`config.mk`:
```
export PLATFORM = sky130hd
export DESIGN_NAME = rr_mux_arb
export DESIGN_NICKNAME = d
export VERILOG_FILES = /design/src/rtl/rr_mux_arb.sv
export SDC_FILE = /design/constraint.sdc
export NUM_CORES = 1
export LEC_CHECK = 0
export ABC_AREA = 1
export ABC_CLOCK_PERIOD_IN_PS = 4500
export BUFFER_PORTS_ARGS = -buffer_cell sky130_fd_sc_hd__clkbuf_2
export CORE_MARGIN = 2
export CORE_UTILIZATION = 40
export CTS_CLUSTER_DIAMETER = 50
export CTS_CLUSTER_SIZE = 40
export DETAILED_ROUTE_END_ITERATION = 8
export PLACE_DENSITY = 0.68
export SLEW_MARGIN = 30
export SYNTH_ARGS = -nofsm -noshare
export SYNTH_HDL_FRONTEND = slang
export SYNTH_SLANG_ARGS = --single-unit
```
`constraint.sdc`:
```
create_clock -name clk -period 4.5 [get_ports clk]
set_input_delay 0 -clock clk [delete_from_list [all_inputs] [get_ports clk]]
set_output_delay 0 -clock clk [all_outputs]
set_load 0.03 [all_outputs]
```
`src/rtl/rr_mux_arb.sv`:
```
// N-channel selector with run-time fixed-priority / round-robin arbitration.
// The winning word is registered into a single valid/ready output stage.
module rr_mux_arb #(
  parameter int N = 4,
  parameter int W = 8
) (
  input  logic                 clk,
  input  logic                 rst,
  input  logic                 mode,
  input  logic [N-1:0]         in_valid,
  input  logic [N*W-1:0]       in_data,
  output logic [N-1:0]         in_ready,
  output logic                 out_valid,
  output logic [W-1:0]         out_data,
  output logic [$clog2(N)-1:0] out_ch,
  input  logic                 out_ready
);

  localparam int CW = $clog2(N);

  logic [CW-1:0] ptr_r;
  logic          out_valid_r;
  logic [W-1:0]  out_data_r;
  logic [CW-1:0] out_ch_r;

  logic          load_s;
  logic          any_s;
  logic [CW-1:0] grant_s;
  logic [N-1:0]  in_ready_s;

  // Lowest-index requester wins; the last match in a descending scan is the lowest.
  function automatic logic [CW-1:0] pick_fixed(input logic [N-1:0] v);
    logic [CW-1:0] g;
    logic [CW-1:0] idx;
    g = '0;
    for (int i = N - 1; i >= 0; i--) begin
      idx = CW'(i);
      if (v[idx]) begin
        g = idx;
      end
    end
    return g;
  endfunction

  // Nearest requester after p (wrapping), scanned far-to-near so the closest one sticks.
  function automatic logic [CW-1:0] pick_rr(input logic [N-1:0] v, input logic [CW-1:0] p);
    logic [CW-1:0] g;
    logic [CW-1:0] idx;
    g = '0;
    for (int k = N; k >= 1; k--) begin
      idx = CW'((int'(p) + k) % N);
      if (v[idx]) begin
        g = idx;
      end
    end
    return g;
  endfunction

  // Output stage can accept a new word when empty or draining this cycle.
  always_comb begin
    load_s = !out_valid_r || out_ready;
    any_s  = |in_valid;
  end

  // Grant selection for the current arbitration mode.
  always_comb begin
    grant_s = '0;
    if (mode) begin
      grant_s = pick_rr(in_valid, ptr_r);
    end else begin
      grant_s = pick_fixed(in_valid);
    end
  end

  // One-hot ready toward the granted producer; suppressed in reset.
  always_comb begin
    in_ready_s = '0;
    if (!rst && load_s && any_s) begin
      in_ready_s = {{(N-1){1'b0}}, 1'b1} << grant_s;
    end else begin
      in_ready_s = '0;
    end
  end

  // Output register and round-robin pointer; reset drops any held word.
  always_ff @(posedge clk) begin
    if (rst) begin
      out_valid_r <= 1'b0;
      out_data_r  <= '0;
      out_ch_r    <= '0;
      ptr_r       <= CW'(N - 1);
    end else if (load_s) begin
      if (any_s) begin
        out_valid_r <= 1'b1;
        out_data_r  <= in_data[grant_s*W +: W];
        out_ch_r    <= grant_s;
        ptr_r       <= grant_s;
      end else begin
        out_valid_r <= 1'b0;
      end
    end
  end

  assign in_ready  = in_ready_s;
  assign out_valid = out_valid_r;
  assign out_data  = out_data_r;
  assign out_ch    = out_ch_r;

endmodule
```
==> flow_summary.yaml <==
worst_setup_path:
  start_kind: "flop"
  cp_cell_sequence: "inv_1 > nand2_1 > nand2_2 > nand2_1 > nand2_1 > nand2_1 > nand2_1 > nand2_1 > nand3_4 > nand2_4 > inv_2 > nor3_1 > clkbuf_2"
  cp_num_buf_inv: 3
  end_kind: "output port"
  worst_path_most_repeated_cell: "nand2_1"
  cp_slowest_cell: "dfxtp_1"
  cp.arrival_ps: 2420
  critPathMaxFanout: 18
  slowest_delay_ps: 500
  critical-path-top-delay-family: "simple AND/OR/NAND/NOR gates"
  worstSetupPathType: "reg -> out"
  cp_data_required_time_ps: 4500
yosys:
  seq_area_frac_synth_pct: 21.2
  ys_ff_latch: 13
  ys_types: 24
  syn_inst: 221
  syn_area_per_cell_um2: 5.57
  synth-xor-area-share_pct: 0
  synthesis.nets: 261
  synth_top_family_by_area: "simple AND/OR/NAND/NOR gates"
  synthAdderAreaFrac_pct: 0
  synth.mux.area_fraction_pct: 0
  synth_area_um2: 1230
  yosysWarnings: 0
  synthSimpleGateAreaFrac_pct: 48.2
  synth_compound_area_share_pct: 5.70
cells_and_area:
  regArea_um2: 260
  drive_gt1_share_pct: 24.3
  final_area_um2: 1480
  final_cell_mix: "inv_1 (55), nand2_1 (54), clkbuf_2 (54)"
  fin_util_pct: 49.7
  antenna-diode-count: 0
  fillers: 355
  multi_input_area_um2: 663
  layout_commonest_cell: "inv_1"
  area_delta_synth_final_pct: 20.2
  final_nets: 313
floorplan:
  die_w_um: 59.5
  coreArea_um2: 2980
  die_h_um: 59.5
  fp-row-count: 20
  io_pins: 55
  start_util_pct: 41.3
  die-area_um2: 3530
place:
  post-dp-hpwl_mm: 2.37
  finalWeightedCongestion: 0.916
  port_buffers: 54
  place_area_um2: 1450
timing:
  max_freq_mhz: 414
  final_hold_viol_count: 0
  hold_ws_ps: 42.3
  finalSetupViolCount: 0
  post-route-min-period_ps: 2420
  worstMarginPinSlew_ps: 722
  maxSlewHeadroom_pct: 51.9
  final_max_slew_viol_count: 0
  post-route-period-util_pct: 53.7
  fin_setup_tns_ps: 0
  skew_ps: 3.80
  rsz0062_at_grt: "false"
route:
  drt-initial-drc-count: 64
  drc: 0
  viasPerCell: 4.63
  num_vias: 1413
  wire_per_inst_um: 9.63
  wl_mm: 2.94
  first_pass_iters: 4
  final_antenna_net_count: 0
grt:
  grt_pass1_wl_mm: 5.15
  grt_max_degree: 23
  track_usage_pct: 18.4
  antenna_found_initial: 0
  grt_pass1_vias: 1292
  grt_overflow: 0
clocking:
  cts_tree: "yes"
  cts_max_level: 1
  holdBufCountCts: 0
  ctsResizeCount: 0
  clock_tree.root_cell: "clkbuf_4"
  cts_sinks: 13
  insertion_delay_ps: 270
  post_cts_buffers: 0
  path_clk_slew_ps: 80
  clock_tree.buffer_depth: 2
  numCtsBuffers: 3
power_and_ir_drop:
  powerDensity_nw_per_um2: 302
  power_leakage_nw: 1.00
  peakVddDrop_v: 0.000183
worst_hold_path:
  hp-class: "in -> reg"
run:
  drv_cap: 0
outcome:
  outcome: "complete, no violations"
-- kinds of logic (layout without fill, tap and decap cells) --
logic type / after synthesis / after routing
compound gates: 12 / 12
buf+inv: 64 / 115
flops: 13 / 13
simple gates: 132 / 132
-- state kept, by name, indices dropped and copies added, names as in the netlist --
| name | flops |
|---|---|
| out_data | 8 |
| out_ch | 2 |
| ptr_r | 2 |
| out_valid | 1 |
-- worst paths after layout --
| check | start | endpoint | slack, ps | cells after the start |
|---|---|---|---|---|
| max | ptr_r[0]$_SDFFE_PP1P_ | in_ready[2] | 2080 | 13 |
| min | rst | out_ch[1]$_SDFFE_PP0P_ | 40 | 2 |
| max reg2reg | ptr_r[0]$_SDFFE_PP1P_ | out_data[1]$_SDFFE_PP0P_ | 2350 | 12 |
| min reg2reg | out_ch[1]$_SDFFE_PP0P_ | out_ch[1]$_SDFFE_PP0P_ | 470 | 2 |
-- synth_stat cells --
master,instances,area share [%]
inv_1,55,17
nand2_1,54,16
nand3_1,44,18
nor2_1,24,7.3
dfxtp_1,13,21
a21oi_1,5,2.0
clkbuf_8,4,4.5
nor3_1,3,1.2
o21ai_0,3,1.2
buf_6,2,1.8
a21oi_2,1,0.71
buf_8,1,1.2
clkbuf_1,1,0.30
inv_2,1,0.30
nand2_2,1,0.51
nand2_4,1,0.92
nand3_2,1,0.81
nand3_4,1,1.4
nand4_1,1,0.51
nor2_2,1,0.51
nor3b_1,1,0.61
o211ai_1,1,0.61
o21ai_1,1,0.41
o21ai_2,1,0.71
-- through the flow --
stage          setup WS (ps)  total power [mW]  std cells
2_1_floorplan           2520             0.333        221
3_3_place_gp            2440             0.379        301
3_5_place_dp            2380             0.380        301
4_1_cts                 2080             0.450        305
5_1_grt                 1830             0.487        305
6_report                2080             0.447        305
-- power breakdown --
part | switching, mW | leakage [nW] | internal (mW) | total (mW)
combinational | 0.155 | 0.878 | 0.0774 | 0.233
clock | 0.0354 | 0.0150 | 0.0343 | 0.0698
sequential | 0.0120 | 0.108 | 0.132 | 0.144
total | 0.203 | 1.00 | 0.244 | 0.447
-- final cells by class --
type	count	share of cell area [%]
inverter	56	14.2
sequential	13	17.6
multi-input combinational	144	44.8
clock buffer	4	1.78
tap	33	2.79
timing repair buffer	55	18.8
-- routing by layer --
metal	part of all wire, %	vias to the layer above	GRT usage, %
li1	-	770	-
met1	45	593	22.9
met2	48	48	32.8
met3	6.5	2	4.15
met4	0.41	0	2.27
met5	0	-	0
Power figures use the tool's default switching activity.
